$ cat config.mk
export PLATFORM = sky130hd
export DESIGN_NAME = core_controller
export DESIGN_NICKNAME = d
export VERILOG_FILES = /design/src/rtl/core_controller.sv
export SDC_FILE = /design/constraint.sdc
export NUM_CORES = 1
export LEC_CHECK = 0
export BUFFER_PORTS_ARGS = -buffer_cell sky130_fd_sc_hd__buf_2
export CORE_ASPECT_RATIO = 0.8
export CORE_MARGIN = 2
export CORE_UTILIZATION = 48
export CTS_CLUSTER_SIZE = 14
export DETAILED_ROUTE_END_ITERATION = 6
export GPL_ROUTABILITY_DRIVEN = 0
export PLACE_DENSITY = 0.79
export SYNTH_ARGS = -nofsm -noshare
export SYNTH_HDL_FRONTEND = slang
export SYNTH_SLANG_ARGS = --single-unit
$ cat constraint.sdc
create_clock -name clk -period 2.5 [get_ports clk]
set_clock_uncertainty 0.15 [all_clocks]
set_input_delay 0 -clock clk [delete_from_list [all_inputs] [get_ports clk]]
set_output_delay 0 -clock clk [all_outputs]
set_load 0.1 [all_outputs]
$ cat src/rtl/core_controller.sv
// Per-core instruction sequencer: fetch, decode, execute, memory wait and writeback with registered outputs.
// Optional performance counters are enabled with `define CTRL_PERF_CNT_EN.
`ifndef DATA_WIDTH
`define DATA_WIDTH 16
`endif

module core_controller #(
  parameter int unsigned PC_WIDTH = 8,
  parameter logic [3:0]  OP_LDR   = 4'hC,
  parameter logic [3:0]  OP_STR   = 4'hD,
  parameter logic [3:0]  OP_BRZ   = 4'hE,
  parameter logic [3:0]  OP_HALT  = 4'hF
) (
  input  logic                   clk,
  input  logic                   rst,
  input  logic                   start,
  input  logic [PC_WIDTH-1:0]    start_pc,
  output logic                   imem_req,
  output logic [PC_WIDTH-1:0]    imem_addr,
  input  logic                   imem_valid,
  input  logic [`DATA_WIDTH-1:0] imem_rdata,
  output logic [`DATA_WIDTH-1:0] instr,
  input  logic [3:0]             opcode,
  input  logic [7:0]             immediate,
  input  logic                   zero_flag,
  output logic                   alu_en,
  output logic                   mem_req,
  output logic                   mem_we,
  input  logic                   mem_ready,
  output logic                   reg_we,
  output logic [PC_WIDTH-1:0]    pc,
`ifdef CTRL_PERF_CNT_EN
  output logic [15:0]            retired_cnt,
  output logic [15:0]            stall_cnt,
`endif
  output logic                   busy,
  output logic                   done
);

  typedef enum logic [2:0] {
    StIdle,
    StFetch,
    StDecode,
    StExecute,
    StMemWait,
    StWriteback,
    StHalted
  } state_e;

  state_e state;

  logic [PC_WIDTH-1:0] pc_inc;
  logic [PC_WIDTH-1:0] imm_pc;

  assign pc_inc    = pc + PC_WIDTH'(1);
  assign imm_pc    = PC_WIDTH'(immediate);
  assign imem_addr = pc;

  always_ff @(posedge clk or posedge rst) begin
    if (rst) begin
      state    <= StIdle;
      pc       <= '0;
      instr    <= '0;
      imem_req <= 1'b0;
      alu_en   <= 1'b0;
      mem_req  <= 1'b0;
      mem_we   <= 1'b0;
      reg_we   <= 1'b0;
      busy     <= 1'b0;
      done     <= 1'b0;
    end else begin
      alu_en <= 1'b0;
      reg_we <= 1'b0;
      case (state)
        StIdle, StHalted: begin
          if (start) begin
            pc       <= start_pc;
            state    <= StFetch;
            imem_req <= 1'b1;
            busy     <= 1'b1;
            done     <= 1'b0;
          end
        end
        StFetch: begin
          if (imem_valid) begin
            instr    <= imem_rdata;
            imem_req <= 1'b0;
            state    <= StDecode;
          end
        end
        StDecode: begin
          if (opcode == OP_HALT) begin
            state <= StHalted;
            busy  <= 1'b0;
            done  <= 1'b1;
          end else if (opcode == OP_BRZ) begin
            pc       <= zero_flag ? imm_pc : pc_inc;
            state    <= StFetch;
            imem_req <= 1'b1;
          end else if (opcode == OP_LDR || opcode == OP_STR) begin
            mem_req <= 1'b1;
            mem_we  <= (opcode == OP_STR);
            state   <= StMemWait;
          end else begin
            alu_en <= 1'b1;
            state  <= StExecute;
          end
        end
        StExecute: begin
          reg_we <= 1'b1;
          state  <= StWriteback;
        end
        StMemWait: begin
          if (mem_ready) begin
            mem_req <= 1'b0;
            mem_we  <= 1'b0;
            // mem_we still holds the store/load kind of this access
            if (mem_we) begin
              pc       <= pc_inc;
              state    <= StFetch;
              imem_req <= 1'b1;
            end else begin
              reg_we <= 1'b1;
              state  <= StWriteback;
            end
          end
        end
        StWriteback: begin
          pc       <= pc_inc;
          state    <= StFetch;
          imem_req <= 1'b1;
        end
        default: state <= StIdle;
      endcase
    end
  end

`ifdef CTRL_PERF_CNT_EN
  logic start_acc;
  logic retire_evt;
  logic stall_evt;

  assign start_acc  = (state == StIdle || state == StHalted) && start;
  assign retire_evt = (state == StWriteback) ||
                      (state == StMemWait && mem_ready && mem_we) ||
                      (state == StDecode && (opcode == OP_BRZ || opcode == OP_HALT));
  assign stall_evt  = (state == StFetch && !imem_valid) || (state == StMemWait && !mem_ready);

  always_ff @(posedge clk or posedge rst) begin
    if (rst) begin
      retired_cnt <= '0;
      stall_cnt   <= '0;
    end else if (start_acc) begin
      retired_cnt <= '0;
      stall_cnt   <= '0;
    end else begin
      if (retire_evt && retired_cnt != 16'hFFFF) retired_cnt <= retired_cnt + 16'd1;
      if (stall_evt && stall_cnt != 16'hFFFF)    stall_cnt   <= stall_cnt + 16'd1;
    end
  end
`endif

endmodule

# Yosys cells after proc, flatten, opt, wreduce, memory -nomap -nowiden
# Index checks and enable logic that the tools add are counted.
[totals]
regBits = 34
inputBits = 42
out_inout_bits = 39
wordCells = 86
[classes]
add_sub_neg = 1
eq_ne = 19
n_mux = 43
reduce_logical = 13
[ops]
columns = ["operator", "count"]
rows = [
  ["$mux 8", 6],
  ["$pmux 8 s4", 1],
  ["$mux 1", 22],
  ["$mux 3", 7],
  ["$ne 2x2->1 const B", 9],
  ["$pmux 3 s6", 1],
  ["$eq 4x4->1 const B", 4],
  ["$pmux 1 s2", 5],
  ["$eq 3x3->1 const B", 3],
  ["$add 8x1->8 const B", 1],
  ["$reduce_and 7->1", 1],
  ["$eq 3x2->1 const B", 2],
  ["$reduce_and 3->1", 2],
  ["$reduce_and 6->1", 1],
  ["$pmux 1 s5", 1],
  ["$reduce_and 5->1", 1],
  ["$reduce_bool 5->1", 1],
  ["$reduce_bool 2->1", 2],
  ["$reduce_bool 4->1", 1],
  ["$eq 3x1->1 const B", 1],
  ["$logic_not 3->1", 1],
  ["$reduce_and 2->1", 1],
  ["$reduce_or 2->1", 1],
  ["$logic_or 1x1->1", 1],
]

# Depth between registers and ports, before layout
[logic_depth]
word_depth = 6
ltp_mapped = 7
depth_no_buf = 5

# Worst setup path after synthesis
# No wires, ideal clock.
[synth_path]
path_kind = "flip-flop to flip-flop"
startpoint = "register pc[1], in the netlist imem_addr[1]"
endpoint = "register pc[6], in the netlist imem_addr[6]"
setup_ps = 78
arrival_ps = 1843
required_ps = 2272
path_slack_ps = 429
path_stages_with_launch = 6
n_path_buf = 0
synth_period_minus_slack_ps = 2071
path_cell_list = "dfrtp_1 ha_1 nand3_1 nor3_1 a221oi_1 o2bb2ai_1"
[synth_via]
elab_chain_cells = 5
word_cells_on_any_way = 7
cone_classes = "add/sub: 1; mux: 6"
[synth_rtl]
columns = ["item", "line", "rtl"]
rows = [
  ["from (decl)", "31", "output logic [PC_WIDTH-1:0] pc,"],
  ["from (signal assigned)", "77", "pc <= start_pc;"],
  ["from (signal assigned)", "97", "pc <= zero_flag ? imm_pc : pc_inc;"],
  ["from (signal assigned)", "119", "pc <= pc_inc;"],
  ["$add 8x1->8 *", "55", "assign pc_inc = pc + PC_WIDTH'(1);"],
  ["$mux 8", "97", ""],
  ["$mux 8", "96", "end else if (opcode == OP_BRZ) begin"],
  ["$mux 8", "92", "if (opcode == OP_HALT) begin"],
  ["$pmux 8 s4 *", "74", "case (state)"],
]
# Every way passes the cells marked *; elsewhere a longest branch is shown, timed or not. The select of a mux whose other input is x is not followed.
# A chain may end at the register's enable or synchronous reset.

# Worst setup path after layout
[layout_path]
startpoint = "register state[0]"
endpoint = "register done"
[layout_via]
elab_chain_cells = 4
word_cells_on_any_way = 9
cone_classes = "eq/ne: 4; mux: 1; reduce/logical: 4"
[layout_rtl]
columns = ["item", "line", "rtl"]
rows = [
  ["from (decl)", "50", "state_e state;"],
  ["from (signal assigned)", "61", "state <= StIdle;"],
  ["from (signal assigned)", "78", "state <= StFetch;"],
  ["from (signal assigned)", "88", "state <= StDecode;"],
  ["$eq 3x3->1 / $logic_not 3->1 (equally long branches)", "74", ""],
  ["$reduce_or 2->1", "74", ""],
  ["$ne 2x2->1 (no line) / $reduce_bool 2->1 (equally long branches)", "-", ""],
  ["$reduce_and 3->1 (no line)", "-", ""],
  ["to (signal assigned)", "70", "done <= 1'b0;"],
  ["to (signal assigned)", "81", "done <= 1'b0;"],
  ["to (signal assigned)", "95", "done <= 1'b1;"],
  ["to (decl)", "37", "output logic done"],
]
# Several ways; a longest one is shown, not always the timed one.

==> impl_metrics.toml <==
[clocking]
postCtsSetupBuffers = 0
htree_levels = 2
cts_made_buffers = 5
clock_sinks = 34
cts_tree = "done"
post_cts_resized = 0
clock_path_buffers = 2
clock_latency_ns = 0.29
root_buffer = "clkbuf_8"
path_clk_slew_ns = 0.08

[cells_and_area]
area_growth_pct = 40.2
fillCellCount = 318
insertedDiodeCount = 0
multi_input_area_mm2 = 0.00103
drive_gt1_share_pct = 36.5
register_area_um2 = 851
num-nets-final = 343

[job]
maxCapViolations = 0

[logic_synthesis]
yosys-top-cells-area = "dfrtp_1, mux2_1, buf_4"
syn-cell-area_mm2 = 0.00203
synth-async-reset-ratio_pct = 100
synth-seq-cells = 34
synth_top_area_share_pct = 41.9
yosys_most_used_dff = "dfrtp_1"
yosys_warnings = 0
synth_edf_count = 0
yosysSeqAreaShare_pct = 41.9
synth_top_cell_by_area = "dfrtp_1"
yosysMostFrequentCell = "dfrtp_1"
synthTopCellsByCount = "dfrtp_1, nand2_1, mux2_1, nand3_1, o21ai_0"
synth_nets = 241
ys_types = 53
synth_cells = 198
avgSynthCellArea_um2 = 10.2

[critical_path]
crit_arrival_ns = 2.38
critPathCaptureType = "register"
worst_r2r_startpoint = "state[0]"
path_cells = "buf_4 > nand2b_1 > nor2_1 > nand3_1 > dlygate4sd3_1 > a32oi_1"
r2r_cells = 6
criticalPathCategory = "register to register"
r2r_end = "done"
r2r_setup_slack_ns = 0.18
worstPathMaxFanout = 19
crit_slowest_cell = "dfrtp_1"
cp-start-kind = "register"
critical-path-max-stage-delay_ns = 0.60
crit_family = "buffers and inverters"
required_ns = 2.56
cp_num_buf_inv = 2

[worst_hold_path]
hold_end = "imem_addr[5]"
holdCritPathClass = "input pin to register"
whs_path_depth = 4
hold_start = "start_pc[5]"

[drt]
viasPerCell = 5.56
drtIter0Drc = 128
routedWlPerCell_um = 15.3
firstDrtPassIters = 4
num_vias = 1989
drc = 0
routed_wl_um = 5470
antenna_left = 0

[sta]
worstMarginPinSlew_ns = 0.686
hold_viol_final = 0
finalSetupTns_ns = 0
drv_slew = 0
rsz0062_at_grt = "no"
fmax_mhz = 431
fin_crit_ns = 2.32
slew-limit-headroom_pct = 54.3
finalSetupViolCount = 0
period_share_pct = 92.7

[floorplanning]
ios = 81
rows = 21
die_w_um = 76.7
start_util_pct = 49.2
die-area_mm2 = 0.00476
die_y_um = 62.1
core_mm2 = 0.00413

[placement]
port_buffers = 80
hpwl_um = 3520

[global_routing]
grt_first_pass_wirelength_um = 9030
grt_overflow = 0
grtUsageTotal_pct = 23.7
grt_start_max_net_pins = 35
first_global_vias = 1831
antenna_found_initial = 0

[outcome]
outcome = "completed"
routing by layer:
layer / track usage, % / vias up / part of all wire (%)
met5: 0 / - / 0
li1: - / 948 / -
met1: 33.7 / 938 / 46
met4: 6.14 / 0 / 0.62
met3: 4.65 / 5 / 7.4
met2: 37.2 / 98 / 46
flip-flops by register name, summed over array words and instances, names as in the netlist:
name and flops:
instr 16, imem_addr 8, state 3, alu_en 1
busy 1, done 1, imem_req 1, mem_req 1
mem_we 1, reg_we 1
stage by stage:
stage	instance area [um2]	instances	hold slack [ns]	worst slack (ns)	utilization, %
floorplan	2030	198	-0.0153	0.429	-
global placement	2410	321	-0.0304	0.410	58.4
detailed placement	2410	321	-0.0319	0.350	58.4
CTS	2840	358	0.00682	0.236	68.9
global route	2840	358	0.0255	0.0551	68.9
finish	2840	358	0.0193	0.181	68.9
layout make-up:
class | count | share of cell area [%]
clock buffers | 6 | 2.90
clock inverters | 2 | 2.11
inverters | 6 | 0.792
multi-input cells | 139 | 36.1
flip-flops and latches | 34 | 29.9
well taps | 57 | 2.51
repair buffers | 114 | 25.6
how the worst max path moves through the flow:
stage	start	end	slack, ns	cells after the start
after floorplan	imem_addr[1]	imem_addr[6]	0.43	5
after global placement	state[1]	imem_addr[1]	0.41	4
after detailed placement	state[1]	imem_addr[1]	0.35	4
after CTS	state[0]	done	0.24	6
after global routing	state[0]	done	0.06	6
final	state[0]	done	0.18	6
layout by cell type, fill, tap and decap left out, types with 5 or more instances in the layout:
master and n:
nor2b_1 6, nand2_1 14, buf_2 80, a222oi_1 5, dlygate4sd3_1 29, nand3b_1 5
buf_4 5, nor2_1 6, o2bb2ai_1 6, mux2_2 6, dfrtp_1 34, o21ai_0 10
nand3_1 10, a21oi_1 8, clkbuf_8 6, mux2_1 10
logic make-up after synthesis:
kind of cell,Yosys count,share of synthesized area (%)
AO/OA/AOI/OAI,56,21.2
flip-flops,34,41.9
adder cells (fa/ha/maj),1,0.617
multiplexers,17,9.38
buffers and inverters,25,7.40
AND/OR/NAND/NOR,65,19.4
what timing repair did:
action                                  in CTS  in global routing
hold buffers                                29                  0
endpoints found under the setup margin       0                  0
endpoints found under the hold margin       64                  0
worst min-delay path, delay by kind of cell:
family | cells | cell delay, ns
compound gates | 2 | 0.23
simple gates | 1 | 0.09
buf+inv | 1 | 0.11
Power is not shown: default switching activity piles up to over one toggle a cycle in this logic, so the estimate is an artifact.
